$ cat src/rtl/uart_tx_arb.sv
// uart_tx_arb: round-robin arbiter sharing one UART transmitter byte port
// between NREQ message-oriented requesters. The grant is held for a whole
// message, so bytes of different messages never interleave on TXD.
// Optional build macro: ARB_TIMEOUT_EN. When it is defined, a grant whose
// owner stays idle for TIMEOUT_CYCLES cycles is revoked and timeout_o is set.
module uart_tx_arb #(
    parameter int unsigned NREQ           = 2,
    parameter int unsigned TIMEOUT_CYCLES = 4096
) (
    input  logic              clk,
    input  logic              rst_i,
    input  logic [NREQ-1:0]   req_valid,
    input  logic [8*NREQ-1:0] req_data,
    input  logic [NREQ-1:0]   req_last,
    output logic [NREQ-1:0]   req_ready,
    output logic              tx_valid,
    output logic [7:0]        tx_data,
    input  logic              tx_ready,
    output logic [NREQ-1:0]   grant,
    output logic              busy,
    output logic              timeout_o
);

    localparam int unsigned IW = (NREQ > 1) ? $clog2(NREQ) : 1;
    localparam int          NR = int'(NREQ);

    typedef enum logic {
        IDLE   = 1'b0,
        LOCKED = 1'b1
    } state_t;

    state_t          state_q;
    logic [IW-1:0]   owner_q;
    logic [IW-1:0]   rr_ptr_q;
    logic [NREQ-1:0] grant_q;
    logic            tx_valid_q;
    logic [7:0]      tx_data_q;

    logic [7:0]      req_bytes [NREQ];
    logic            slot_free;
    logic            accept;
    logic            release_c;
    logic            pick_found;
    logic [IW-1:0]   pick_idx;
    logic [IW-1:0]   owner_next;

`ifdef ARB_TIMEOUT_EN
    localparam int unsigned CW = $clog2(TIMEOUT_CYCLES + 1);
    logic [CW-1:0] idle_cnt_q;
    logic          timeout_q;
    logic          tmo_hit;
`endif

    // (base + off) mod NREQ, with base and off both below NREQ
    function automatic logic [IW-1:0] wrap_add(input logic [IW-1:0] base, input int off);
        int s;
        s = int'(32'(base)) + off;
        if (s >= NR) begin
            s = s - NR;
        end
        return IW'(s);
    endfunction

    // Unpack the per-requester byte lanes
    for (genvar i = 0; i < NR; i++) begin : g_lane
        assign req_bytes[i] = req_data[8*i +: 8];
    end

    // Round-robin pick: first valid requester starting at rr_ptr_q
    always_comb begin
        pick_found = 1'b0;
        pick_idx   = rr_ptr_q;
        for (int k = 0; k < NR; k++) begin
            if (!pick_found && req_valid[wrap_add(rr_ptr_q, k)]) begin
                pick_found = 1'b1;
                pick_idx   = wrap_add(rr_ptr_q, k);
            end
        end
    end

    // Handshake with the owner and release decision
    always_comb begin
        slot_free  = !tx_valid_q || tx_ready;
        accept     = (state_q == LOCKED) && req_valid[owner_q] && slot_free;
        release_c  = accept && req_last[owner_q];
        owner_next = wrap_add(owner_q, 1);
`ifdef ARB_TIMEOUT_EN
        tmo_hit    = (state_q == LOCKED) && !req_valid[owner_q] &&
                     (idle_cnt_q == CW'(TIMEOUT_CYCLES - 1));
        release_c  = release_c || tmo_hit;
`endif
    end

    // Arbitration state, grant and one-byte output register
    always_ff @(posedge clk) begin
        if (rst_i) begin
            state_q    <= IDLE;
            owner_q    <= '0;
            rr_ptr_q   <= '0;
            grant_q    <= '0;
            tx_valid_q <= 1'b0;
            tx_data_q  <= '0;
`ifdef ARB_TIMEOUT_EN
            idle_cnt_q <= '0;
            timeout_q  <= 1'b0;
`endif
        end else begin
            if (accept) begin
                tx_valid_q <= 1'b1;
                tx_data_q  <= req_bytes[owner_q];
            end else if (tx_ready) begin
                tx_valid_q <= 1'b0;
            end

            case (state_q)
                IDLE: begin
                    if (pick_found) begin
                        state_q <= LOCKED;
                        owner_q <= pick_idx;
                        grant_q <= NREQ'(1) << pick_idx;
                    end
                end
                LOCKED: begin
                    if (release_c) begin
                        state_q  <= IDLE;
                        grant_q  <= '0;
                        rr_ptr_q <= owner_next;
                    end
                end
                default: begin
                    state_q <= IDLE;
                    grant_q <= '0;
                end
            endcase

`ifdef ARB_TIMEOUT_EN
            // Count only cycles in which the owner has nothing to offer
            if (state_q != LOCKED || req_valid[owner_q]) begin
                idle_cnt_q <= '0;
            end else begin
                idle_cnt_q <= idle_cnt_q + CW'(1);
            end
            if (tmo_hit) begin
                timeout_q <= 1'b1;
            end
`endif
        end
    end

    assign req_ready = grant_q & {NREQ{slot_free}};
    assign tx_valid  = tx_valid_q;
    assign tx_data   = tx_data_q;
    assign grant     = grant_q;
    assign busy      = (|grant_q) || tx_valid_q;
`ifdef ARB_TIMEOUT_EN
    assign timeout_o = timeout_q;
`else
    assign timeout_o = 1'b0;
`endif

endmodule

$ cat config.mk
export PLATFORM = sky130hd
export DESIGN_NAME = uart_tx_arb
export DESIGN_NICKNAME = d
export VERILOG_FILES = /design/src/rtl/uart_tx_arb.sv
export SDC_FILE = /design/constraint.sdc
export NUM_CORES = 1
export LEC_CHECK = 0
export ABC_AREA = 0
export BUFFER_PORTS_ARGS = -buffer_cell sky130_fd_sc_hd__buf_2
export CAP_MARGIN = 30
export CORE_MARGIN = 1
export CORE_UTILIZATION = 47
export DETAILED_ROUTE_END_ITERATION = 10
export PLACE_DENSITY = 0.81
export RECOVER_POWER = 25
export SYNTH_ARGS = -nofsm -noshare
export SYNTH_HDL_FRONTEND = slang
export SYNTH_SLANG_ARGS = --single-unit
$ cat constraint.sdc
create_clock -name clk -period 2.9 [get_ports clk]
set_input_delay 0.29 -clock clk [delete_from_list [all_inputs] [get_ports clk]]
set_output_delay 0.29 -clock clk [all_outputs]
set_load 0.03 [all_outputs]
==> run metrics <==
YS warnings=0; CTS tree=done; synthesis-to-layout area growth=21.9%; Worst Reg-to-Reg Cells=4; Rows=14; Final Hold Violating Endpoints=0; Util after Layout=62.2%; worst path arrival time=2010 ps; ys flop type=dfxtp_1; hold crit path type=in2reg; startpoint class of the critical path=register; cell taking the most area after synthesis=dfxtp_1; worst skew pair latency=~290 ps; Final setup viols=0; worst hold start=req_valid[1]; unrepaired setup endpoints after global routing=no; fmax=548 MHz; Reg-to-Reg End=grant[0]; antenna-violating nets left=0; CTS sink count=14; 1st-iter DRT viols=6; die width=42.7 µm; H-tree depth=1; Setup CP Type=reg2reg; layout cells sized above 1=44.5%; Global Route Usage Sum=17.8%; min Tclk post-route=1830 ps; final net count=134; Num CTS Buffers=3; top post-synthesis cells by area=dfxtp_1 36%, a211oi_2 13%, mux2i_1 12%, nor2_1 5.3%, mux2_4 3.9%; clock skew=8.73 ps; EDFF count, synth=0; clk root buf=clkbuf_4; PostCTS Resize Cnt=0; Peak supply drop=0.281 mV; Post-Syn Area=777 µm²; worst setup path end=grant[0]; FF+latch count, synth=14; post-CTS setup buffer count=0; flop2flop setup slack=1070 ps; DIE AREA=around 1800 µm²; routability cong.=0.868; Hold Buf Count CTS=0; Post-Syn Instances=75; Max Fanout on Critical Path=12; gr ovfl total=0; WP data required=a little over 3000 ps; First-pass DRT Iterations=2; Post-Syn Nets=98; Vias per Instance=5.21; post-synth cell types=29; Port Buf Inserts=36; setup tns final=0 ps; Die H=between 40 and 50 µm; clock slew at reported path FFs=90 ps; Max Transition Viols Final=0; global-route wire length before repair=approximately 2400 µm; RR Startpoint=owner_q; CP Capture Type=register; DRC=0; DP HPWL=1050 µm; Core ar.=approximately 1500 µm²; vias post-DR=657; total wire length=1430 µm; Avg Inst Size Synth=10.4 µm²; PD cells=532 nW/µm²; Routed WL per cell=about 11 µm; Max Cap Violations=0; Worst Tran Pin Value=573 ps; status=finished clean; largest net degree at the start of global routing=18; io pins=38; Final period util=between 60% and 70%; Antenna Cells=0; register area share after synthesis=a little over a third; initial core utilization=51.0%; Synth async-reset ratio=0%; crit path from=owner_q; Rel. slew slack=between 60 and 70%; count leader, synth=dfxtp_1; top cells by count, synth=14 x dfxtp_1, 11 x nor2_1, 9 x mux2i_1; Synth top area share=a little over a third; Pleak=roughly 0.41 nW; antenna violations before repair=0; number of global-route vias before repair=approximately 570; buffer levels on the longest clock path=2
==> report_power, final <==
part	total (mW)	switching [mW]	internal, mW
Sequential	0.222	0.0139	0.208
Clock	0.146	0.0693	0.0766
Combinational	0.136	0.0812	0.0548
Total	0.504	0.164	0.339
==> per-stage QoR <==
step	cells	power, mW	setup WS (ps)	hold slack [ps]	instance area, µm²
2_1_floorplan	75	0.335	1500	355	777
3_3_place_gp	122	0.361	1140	496	920
3_5_place_dp	122	0.365	1080	489	920
4_1_cts	126	0.511	1060	309	956
5_1_grt	126	0.528	1000	312	947
6_report	126	0.504	1070	313	947
==> state kept, by name (all words and copies together), names as in the netlist <==
register / count
owner_q: 1
grant: 2
rr_ptr_q: 1
tx_valid: 1
state_q: 1
tx_data: 8
==> critical path: stages, from the launching register on <==
cell	delay (ps)
dfxtp_1	700
and2b_4	280
o2111a_2	300
nor2_4	140
mux2_4	300
==> per-layer routing <==
layer	GRT usage, %	routed length (µm)	vias up
li1	-	-	334
met1	21.2	631	296
met2	28.5	696	22
met3	3.83	67	5
met4	11.3	38	0
met5	0	0	-
==> cell families (layout without fill, tap and decap cells) <==
family                   count (synthesis)  in the layout  share of synthesized area [%]
adder cells (fa/ha/maj)                  1              1                           1.29
buffers and inverters                    8             43                           8.86
flip-flops                              14             14                           36.1
other                                    1              1                          0.483
AO/OA/AOI/OAI                           15             15                           20.3
multiplexers                            11             11                           15.5
AND/OR/NAND/NOR                         25             25                           17.6
==> worst min-delay path by stage <==
| stage | slack [ps] | endpoint | cells past startpoint |
|---|---|---|---|
| after floorplan | 350 | tx_data[3] | 1 |
| after global placement | 500 | grant[1] | 2 |
| after detailed placement | 490 | grant[1] | 2 |
| after CTS | 310 | owner_q | 3 |
| after global routing | 310 | owner_q | 3 |
| final | 310 | owner_q | 3 |
==> cells in the final DEF, fill, tap and decap left out <==
master / netlist / layout
buf_2: 0 / 29
dfxtp_1: 14 / 14
nor2_1: 11 / 11
mux2i_1: 9 / 9
a211oi_2: 8 / 8
clkbuf_1: 1 / 7
and2_1: 3 / 3
inv_1: 3 / 3
clkbuf_4: 0 / 3
nand2b_1: 2 / 2
mux2_4: 2 / 2
a21oi_1: 2 / 2
nand2_1: 2 / 2
or3_1: 1 / 1
and3_4: 1 / 1
nor2_2: 1 / 1
and2b_4: 1 / 1
o2111a_2: 1 / 1
a211oi_1: 1 / 1
o211ai_1: 1 / 1
o21ai_0: 1 / 1
a2bb2oi_2: 1 / 1
maj3_1: 1 / 1
nor2_4: 1 / 1
nor3_1: 1 / 1
nor2b_1: 1 / 1
conb_1: 1 / 1
clkbuf_8: 0 / 1
==> final cells by class <==
class | count | area, µm²
inverter | 3 | 11.3
sequential | 14 | 280
timing repair buffer | 36 | 171
clock buffer | 4 | 36.3
multi-input combinational | 53 | 428
tap | 16 | 20.0
fill | 146 | 577
No activity file was read; power rests on OpenSTA's default activity.
